File: src/rtl/jstk_paddle_tracker_pkg.sv
// Shared constants for the PmodJSTK paddle tracker: frame bit positions,
// joystick centre value, DIN command prefix and poll FSM state encodings.
package jstk_paddle_tracker_pkg;

  localparam int JSTK_CENTER = 512;

  // Y is split across the 40-bit frame: low byte in [23:16], high bits in [9:8]
  localparam int Y_LO_MSB = 23;
  localparam int Y_LO_LSB = 16;
  localparam int Y_HI_MSB = 9;
  localparam int Y_HI_LSB = 8;
  localparam int BTN_MSB  = 2;

  localparam logic [5:0] DIN_PREFIX = 6'b100000;

  typedef enum logic [2:0] {
    ST_IDLE   = 3'd0,
    ST_SEND   = 3'd1,
    ST_WAIT   = 3'd2,
    ST_LATCH  = 3'd3,
    ST_UPDATE = 3'd4
  } poll_state_t;

  function automatic logic [9:0] extract_y(input logic [39:0] frame);
    return {frame[Y_HI_MSB:Y_HI_LSB], frame[Y_LO_MSB:Y_LO_LSB]};
  endfunction

endpackage

File: src/rtl/jstk_paddle_tracker_poll_timer.sv
// Free-running poll counter plus the IDLE/SEND/WAIT/LATCH/UPDATE sequencer
// that drives PmodJSTK sndRec and tells the parent when to latch and update.
module jstk_paddle_tracker_poll_timer
  import jstk_paddle_tracker_pkg::*;
#(
  parameter int POLL_PERIOD = 125000,
  parameter int SND_HOLD    = 4,
  parameter int XFER_WAIT   = 20000
) (
  input  logic        clk,
  input  logic        reset,
  output logic        snd_rec,
  output logic        latch_en,
  output logic        update_en,
  output poll_state_t state
);

  localparam int PCW     = $clog2(POLL_PERIOD);
  localparam int CNT_MAX = (XFER_WAIT > SND_HOLD) ? XFER_WAIT : SND_HOLD;
  localparam int CW      = $clog2(CNT_MAX) + 1;

  logic [PCW-1:0] pc_q, pc_d;
  logic [CW-1:0]  cnt_q, cnt_d;
  poll_state_t    state_q, state_d;

  always_ff @(posedge clk) begin
    if (reset) begin
      state_q <= ST_IDLE;
      pc_q    <= '0;
      cnt_q   <= '0;
    end else begin
      state_q <= state_d;
      pc_q    <= pc_d;
      cnt_q   <= cnt_d;
    end
  end

  // The poll counter never waits on the FSM, so the poll rate stays fixed.
  always_comb begin
    pc_d    = (pc_q == PCW'(POLL_PERIOD - 1)) ? '0 : pc_q + PCW'(1);
    state_d = state_q;
    cnt_d   = cnt_q;
    unique case (state_q)
      ST_IDLE: begin
        if (pc_q == '0) begin
          state_d = ST_SEND;
          cnt_d   = '0;
        end
      end
      ST_SEND: begin
        if (cnt_q == CW'(SND_HOLD - 1)) begin
          state_d = ST_WAIT;
          cnt_d   = '0;
        end else begin
          cnt_d = cnt_q + CW'(1);
        end
      end
      ST_WAIT: begin
        if (cnt_q == CW'(XFER_WAIT - 1)) begin
          state_d = ST_LATCH;
          cnt_d   = '0;
        end else begin
          cnt_d = cnt_q + CW'(1);
        end
      end
      ST_LATCH:  state_d = ST_UPDATE;
      ST_UPDATE: state_d = ST_IDLE;
      default:   state_d = ST_IDLE;
    endcase
  end

  always_comb begin
    snd_rec   = (state_q == ST_SEND);
    latch_en  = (state_q == ST_LATCH);
    update_en = (state_q == ST_UPDATE);
    state     = state_q;
  end

endmodule

File: src/rtl/jstk_paddle_tracker.sv
// Per-player paddle tracker: polls a PmodJSTK, latches Y/buttons and integrates
// Y deflection into a clamped paddle position. JSTK_PADDLE_FILTER_EN adds a
// 4-sample moving average on Y.
module jstk_paddle_tracker
  import jstk_paddle_tracker_pkg::*;
#(
  parameter int POLL_PERIOD = 125000,
  parameter int SND_HOLD    = 4,
  parameter int XFER_WAIT   = 20000,
  parameter int PAD_MIN     = 0,
  parameter int PAD_MAX     = 400,
  parameter int PAD_INIT    = 200,
  parameter int DEADZONE    = 40,
  parameter int SPEED_SHIFT = 6
) (
  input  logic        clk,
  input  logic        reset,
  input  logic        freeze,
  input  logic [1:0]  led,
  input  logic [39:0] jstk_dout,
  output logic        snd_rec,
  output logic [7:0]  snd_data,
  output logic [9:0]  paddle_loc,
  output logic [2:0]  buttons,
  output logic        sample_valid,
  output poll_state_t dbg_state
);

  localparam logic signed [11:0] CENTER_S = 12'(JSTK_CENTER);
  localparam logic signed [11:0] DZ_S     = 12'(DEADZONE);
  localparam logic signed [11:0] MIN_S    = 12'(PAD_MIN);
  localparam logic signed [11:0] MAX_S    = 12'(PAD_MAX);

  logic latch_en, update_en;

  jstk_paddle_tracker_poll_timer #(
    .POLL_PERIOD (POLL_PERIOD),
    .SND_HOLD    (SND_HOLD),
    .XFER_WAIT   (XFER_WAIT)
  ) u_poll_timer (
    .clk       (clk),
    .reset     (reset),
    .snd_rec   (snd_rec),
    .latch_en  (latch_en),
    .update_en (update_en),
    .state     (dbg_state)
  );

  assign snd_data = {DIN_PREFIX, led};

  logic [9:0] y_eff;
  logic [9:0] y_new;
  assign y_new = extract_y(jstk_dout);

`ifdef JSTK_PADDLE_FILTER_EN
  logic [9:0]  hist_q [4];
  logic [9:0]  hist_d [4];
  logic [11:0] sum_q, sum_d;

  always_ff @(posedge clk) begin
    if (reset) begin
      for (int i = 0; i < 4; i++) hist_q[i] <= 10'(JSTK_CENTER);
      sum_q <= 12'(4 * JSTK_CENTER);
    end else begin
      hist_q <= hist_d;
      sum_q  <= sum_d;
    end
  end

  // Running sum is adjusted by the entering and leaving samples only.
  always_comb begin
    hist_d = hist_q;
    sum_d  = sum_q;
    if (latch_en) begin
      hist_d[0] = y_new;
      for (int i = 1; i < 4; i++) hist_d[i] = hist_q[i-1];
      sum_d = sum_q + {2'b00, y_new} - {2'b00, hist_q[3]};
    end
  end

  assign y_eff = sum_q[11:2];

  logic unused_filter;
  assign unused_filter = ^sum_q[1:0];
`else
  logic [9:0] y_raw_q, y_raw_d;

  always_ff @(posedge clk) begin
    if (reset) y_raw_q <= 10'(JSTK_CENTER);
    else       y_raw_q <= y_raw_d;
  end

  always_comb begin
    y_raw_d = latch_en ? y_new : y_raw_q;
  end

  assign y_eff = y_raw_q;
`endif

  logic signed [11:0] off, step, nxt;
  logic [9:0]         pos;

  // Stick up (large y) gives a positive step, which moves the paddle toward row 0.
  always_comb begin
    off = $signed({2'b00, y_eff}) - CENTER_S;
    if ((off <= DZ_S) && (off >= -DZ_S)) step = '0;
    else                                  step = off >>> SPEED_SHIFT;
    nxt = $signed({2'b00, paddle_loc}) - step;
    if (nxt < MIN_S)      pos = 10'(PAD_MIN);
    else if (nxt > MAX_S) pos = 10'(PAD_MAX);
    else                  pos = nxt[9:0];
  end

  logic [9:0] paddle_q, paddle_d;
  logic [2:0] buttons_q, buttons_d;
  logic       sample_valid_q, sample_valid_d;

  always_ff @(posedge clk) begin
    if (reset) begin
      paddle_q       <= 10'(PAD_INIT);
      buttons_q      <= '0;
      sample_valid_q <= 1'b0;
    end else begin
      paddle_q       <= paddle_d;
      buttons_q      <= buttons_d;
      sample_valid_q <= sample_valid_d;
    end
  end

  always_comb begin
    paddle_d       = (update_en && !freeze) ? pos : paddle_q;
    buttons_d      = latch_en ? jstk_dout[BTN_MSB:0] : buttons_q;
    sample_valid_d = update_en;
  end

  assign paddle_loc   = paddle_q;
  assign buttons      = buttons_q;
  assign sample_valid = sample_valid_q;

  logic unused_dout;
  assign unused_dout = ^{jstk_dout[39:24], jstk_dout[15:10], jstk_dout[7:3]};

endmodule

File: config.mk
export PLATFORM = sky130hd
export DESIGN_NAME = jstk_paddle_tracker
export DESIGN_NICKNAME = d
export VERILOG_FILES = /design/src/rtl/jstk_paddle_tracker_pkg.sv /design/src/rtl/jstk_paddle_tracker_poll_timer.sv /design/src/rtl/jstk_paddle_tracker.sv
export SDC_FILE = /design/constraint.sdc
export NUM_CORES = 1
export LEC_CHECK = 0
export CAP_MARGIN = 20
export CORE_ASPECT_RATIO = 1.4
export CORE_UTILIZATION = 48
export CTS_BUF_LIST = sky130_fd_sc_hd__clkbuf_16
export DETAILED_ROUTE_END_ITERATION = 8
export DONT_BUFFER_PORTS = 1
export PLACE_DENSITY = 0.69
export REMOVE_ABC_BUFFERS = 1
export SYNTH_ARGS = -nofsm -noshare
export SYNTH_HDL_FRONTEND = slang
export SYNTH_HIERARCHICAL = 1
export SYNTH_SLANG_ARGS = --single-unit
File: constraint.sdc
create_clock -name clk -period 3 [get_ports clk]
set_input_delay 0.6 -clock clk [delete_from_list [all_inputs] [get_ports clk]]
set_output_delay 0.6 -clock clk [all_outputs]
set_load 0.005 [all_outputs]
**After elaboration in Yosys (flattened, before gate mapping)**

Cells that the tools add are included.

- Register bits after elaboration: 60
- Output and inout port bits: 26

- Add/sub/neg operators: 4
- Magnitude comparators: 4
- Eq/ne operators: 10
- Multiplexer cells: 11
- Reduce and logical (&&, ||, !) cells: 9

Operators by type and width:

| cell | count |
|---|---|
| two-way mux 16 bit | 3 |
| case mux 16 bit (3 select lines) | 1 |
| two-way mux 10 bit | 2 |
| adder 17 x 1 -> 17 bit (second input constant) | 1 |
| == test 17 bit (second input constant) | 1 |
| zero test 17 bit | 1 |
| adder 16 x 1 -> 16 bit (second input constant) | 1 |
| == test 16 x 15 -> 1 bit (second input constant) | 1 |
| == test 16 x 2 -> 1 bit (second input constant) | 1 |
| > comparator 12 x 10 -> 1 bit (second input constant) | 1 |
| less-than comparator 12 x 1 -> 1 bit (second input constant) | 1 |
| two-way mux 12 bit | 1 |
| case mux 3 bit (4 select lines) | 1 |
| subtractor 11 x 12 -> 12 bit | 1 |
| >= comparator 11 x 7 -> 1 bit (second input constant) | 1 |
| less-or-equal comparator 11 x 7 -> 1 bit (second input constant) | 1 |
| subtractor 10 x 10 -> 11 bit (second input constant) | 1 |
| two-way mux 3 bit | 3 |
| == test 3 x 2 -> 1 bit (second input constant) | 2 |
| inequality test 2 x 1 -> 1 bit (second input constant) | 3 |
| == test 3 x 1 -> 1 bit (second input constant) | 1 |
| == test 3 bit (second input constant) | 1 |
| zero test 3 bit | 1 |
| AND reduction 3 bit | 1 |
| other kinds (5) | 6 |

**Longest topological paths before layout**

- Word-level depth: 8
- Depth in mapped cells: 13

**Hierarchy**

The synthesis kept the hierarchy.

By module, submodules not included:

| module | times used | cells each | area an instance (um^2) |
|---|---|---|---|
| jstk_paddle_tracker_poll_timer | 1 | 217 | 1,879.3 |
| jstk_paddle_tracker | 1 | 152 | 1,393.8 |

**Least setup slack after synthesis**

OpenSTA, ideal clock, no wires.

- Path kind: register to register
- From: register y_raw_q[4] (netlist: y_eff[4])
- To: register paddle_q[1] (netlist: paddle_loc[1])
- Setup time: 0.061 ns
- Data arrival time: 2.780 ns
- Required time: 2.939 ns
- Slack: 0.160 ns
- Cell stages (with the launch flop): 13
- Path buffers: 0
- Period minus slack after synthesis: 2.840 ns
- Path through: dfxtp_1 a21oi_1 nand4b_1 o21a_1 ha_1 inv_1 fa_1 nor2b_1 nand3b_1 o311a_1 o311a_1 nor4b_4 a32o_1

- Cells in the longest elaborated chain, start to end: 8

RTL lines:

| what | line | source |
|---|---|---|
| from (decl) | jstk_paddle_tracker.sv:86 | `logic [9:0] y_raw_q, y_raw_d;` |
| from (signal assigned) | jstk_paddle_tracker.sv:89 | `if (reset) y_raw_q <= 10'(JSTK_CENTER);` |
| from (signal assigned) | jstk_paddle_tracker.sv:90 | `else y_raw_q <= y_raw_d;` |
| subtractor 10 x 10 -> 11 bit (*) | jstk_paddle_tracker.sv:105 | `off = $signed({2'b00, y_eff}) - CENTER_S;` |
| less-or-equal comparator 11 x 7 -> 1 bit / >= comparator 11 x 7 -> 1 bit (equally long branches) | jstk_paddle_tracker.sv:106 | `if ((off <= DZ_S) && (off >= -DZ_S)) step = '0;` |
| logical AND 1 bit | jstk_paddle_tracker.sv:106 |  |
| two-way mux 12 bit (*) | jstk_paddle_tracker.sv:106 |  |
| subtractor 11 x 12 -> 12 bit (*) | jstk_paddle_tracker.sv:108 | `nxt = $signed({2'b00, paddle_loc}) - step;` |
| > comparator 12 x 10 -> 1 bit | jstk_paddle_tracker.sv:110 | `else if (nxt > MAX_S) pos = 10'(PAD_MAX);` |
| two-way mux 10 bit | jstk_paddle_tracker.sv:110 |  |
| two-way mux 10 bit (*) | jstk_paddle_tracker.sv:109 | `if (nxt < MIN_S) pos = 10'(PAD_MIN);` |
| to (signal assigned) | jstk_paddle_tracker.sv:120 | `paddle_q <= 10'(PAD_INIT);` |
| to (signal assigned) | jstk_paddle_tracker.sv:124 | `paddle_q <= paddle_d;` |
| to (decl) | jstk_paddle_tracker.sv:114 | `logic [9:0] paddle_q, paddle_d;` |

Every way passes the cells marked *; elsewhere a longest branch is shown, timed or not.
A chain may end at the register's enable or synchronous reset.

**Worst setup path after layout**

Same ends and word-level chain as after synthesis.

==> results.tsv <==
metric	value	unit
async_reset_ff_frac	0	
worst_setup_hold_path_clk_slew	50	ps
inserted_clock_buffers	9	
numPortBuffers	0	
worst-endpoint-required	3260	ps
net_load_switching_power	400	uW
number_of_global_route_vias_before_repair	2555	
ys_types	72	
design.portCount	71	
drcViolationCount	0	
leakage	0.00147	uW
finalCriticalPeriod	3030	ps
clock_tree_root_driver_cell	clkbuf_16	
pre_cts_ws	-95.4	ps
crit_fanout	6	
die_w	71.8	microns
insertedDiodeCount	0	
ys.warnings.count	6	
antenna_found_initial	0	
clk_path_buf_depth	2	
worst_case_setup_margin_in_the_final_layout	-31.0	ps
worst_path_dominant_cell_family	compound AO/OA/AOI/OAI gates	
floorplan.initialDensity	0.498	
cap_viol_max_count	0	
r2r-start	y_eff[4]	
die-area	0.00716	sq mm
timing.hold.ws	344	ps
netlist_area	0.00327	sq mm
crit_path_top_delay_cell	fa_2	
cts.htree.levels	3	
grt_max_degree	30	
dr.first_iter.drc_count	97	
avgViaCountPerCell	5.80	
timing.critical_path.to	paddle_loc[1]	
post_synth_edffs	0	
number_of_antenna_violating_nets_in_the_routed_design	0	
area_of_the_core_region	0.00657	sq mm
met1_usage	0.224	
crit_path_max_incr_delay	470	ps
timing.critical_path.from	y_eff[4]	
skew	8.96	ps
grtUsageMet3	0.0648	
peakVddDrop	0.317	mV
drt_pass1_iterations	4	
fin_area	0.00382	sq mm
finalSetupViolations	4	
cts_tree	done	
post_dp_cell_area	0.00339	sq mm
syn_area_per_cell	8.87	sq um
worst-endpoint-arrival	3300	ps
dp_hpwl	4.80	mm
rr_endpoint	paddle_loc[1]	
status	finished, violations left	
cts.sinks	57	
grt_util_all_layers	0.203	
cp_capture_type	flip-flop	
power_share_of_the_sequential_group	0.449	
dominantRegCellSynth	dfxtp_1	
timing.fmax	330	MHz
timing_hold_violations_final	0	
worst-r2r-cell-count	13	
gp_routability_congestion	0.814	
violations	setup timing	
power_density	459	mW/mm^2
hp_class	in2reg	
route.final.wire_length	7.00	mm
reg2reg_slack	-30	ps
power_frac_comb	0.059	
final-max-slew-violation-count	0	
gr-total-overflow	0	
final.period_utilization	1.01	
timing.critical_path.buf_inv	2	
ctsHoldBuffers	0	
internal_power	1350	uW
final_layout_net_count	452	
critPathMostFrequentCell	o311a_1	
use_met2	0.350	
p_clk_frac	0.492	
layout_cells_sized_above_1	0.207	
via_total_after_detailed_routing	2731	
global_route_hottest_layer	met2	
timing.critical_path.depth	13	
grt_setup_unrepaired	true	
ys_seq_area_frac	0.349	
setup.worst_path.class	reg2reg	
critPathLaunchType	flip-flop	
grt_pass1_wl	11.4	mm
postSynthRegisterBits	57	
netSwitchingFraction	0.228	
clock_latency	320	ps
synthCells	369	
critical_path.cell_chain	a21oi_2 > nand4b_1 > o21a_1 > ha_2 > inv_2 > fa_2 > nor2b_4 > nand3b_1 > o311a_1 > o311a_1 > nor4b_4 > buf_4 > a32o_1	
layout-area-overhead-vs-synth	16.8	%
die_h	99.7	microns
std_cell_rows	35	
routed_wire_length_per_instance	14.9	microns
==> cells in the mapped netlist, types with 9 or more instances <==
| cell | instances | share of area |
|---|---|---|
| a21oi_1 | 17 | 0.026 |
| buf_4 | 9 | 0.021 |
| dfxtp_1 | 57 | 0.35 |
| ha_1 | 14 | 0.054 |
| inv_1 | 12 | 0.014 |
| mux2i_1 | 11 | 0.034 |
| nand2_1 | 24 | 0.028 |
| nand3_1 | 16 | 0.024 |
| nand4_1 | 11 | 0.021 |
| nor2_1 | 41 | 0.047 |
| o21ai_0 | 10 | 0.015 |
| xnor2_1 | 13 | 0.035 |
| xor2_1 | 12 | 0.032 |
==> timing repair <==
action | CTS | global route
gates cloned | 0 | 1
resized for setup | 12 | 9
pin swaps | 12 | 9
endpoints found under the setup margin | 6 | 8
setup buffers | 7 | 3
==> cell families (layout without fill, tap and decap cells) <==
group	count (synthesis)	after routing	share of synthesized area
AND/OR/NAND/NOR	145	146	0.253
AO/OA/AOI/OAI	79	79	0.180
flip-flops	57	57	0.349
buffers and inverters	34	57	0.0531
XOR/XNOR	25	25	0.0669
adder cells (fa/ha/maj)	15	15	0.0596
multiplexers	12	12	0.0371
other	2	6	0.00229
==> per-stage QoR <==
stage,total power [uW],utilization,cells,setup TNS (ps)
after global routing,1830,0.582,471,-765
after global placement,902,0.516,443,-191
final,1750,0.582,471,-70.6
after detailed placement,904,0.516,443,-389
after CTS,1780,0.569,466,-2.51
after floorplan,876,-,351,0
==> state kept, by name, indices dropped and copies added (netlist names) <==
signal	flops
buttons	3
paddle_loc	10
sample_valid	1
u_poll_timer/cnt_q	16
u_poll_timer/pc_q	17
u_poll_timer/state	3
y_eff	7
==> cells in the final DEF, fill, tap and decap left out, types with 12 or more instances in the layout <==
cell type / n
a21oi_1: 15
inv_1: 13
buf_4: 29
dfxtp_1: 54
nand3_1: 16
xor2_1: 12
nor2_1: 41
nand2_1: 24
==> how the worst min path moves through the flow <==
stage	from	slack [ps]	end	depth (start not counted)
finish	reset	340	y_eff[4]	1
global route	reset	330	u_poll_timer/cnt_q[4]	1
global placement	u_poll_timer/cnt_q[14]	460	u_poll_timer/cnt_q[14]	1
CTS	reset	330	y_eff[4]	1
detailed placement	u_poll_timer/cnt_q[14]	470	u_poll_timer/cnt_q[14]	1
floorplan	u_poll_timer/cnt_q[15]	440	u_poll_timer/cnt_q[15]	1
==> power by group through the flow <==
stage | clock [uW] | sequential [uW] | combinational (uW)
floorplan | 0 | 798 | 78.3
global placement | 0 | 803 | 99.0
detailed placement | 0 | 803 | 101
CTS | 890 | 788 | 102
global route | 930 | 790 | 114
finish | 863 | 788 | 103
==> cell type report <==
class / instances / area, sq um
Sequential cell: 57 / 1140
Timing Repair Buffer: 29 / 218
Clock buffer: 9 / 225
Inverter: 12 / 45.0
Fill cell: 575 / 2750
Clock inverter: 7 / 30.0
Multi-Input combinational cell: 283 / 2070
Tap cell: 74 / 92.6
==> metal layers <==
layer,up-vias,wire length (microns)
met3,12,322
met1,1289,2910
met5,-,0
met4,0,140
met2,49,3630
li1,1381,-
No activity file was read; power rests on OpenSTA's default activity.
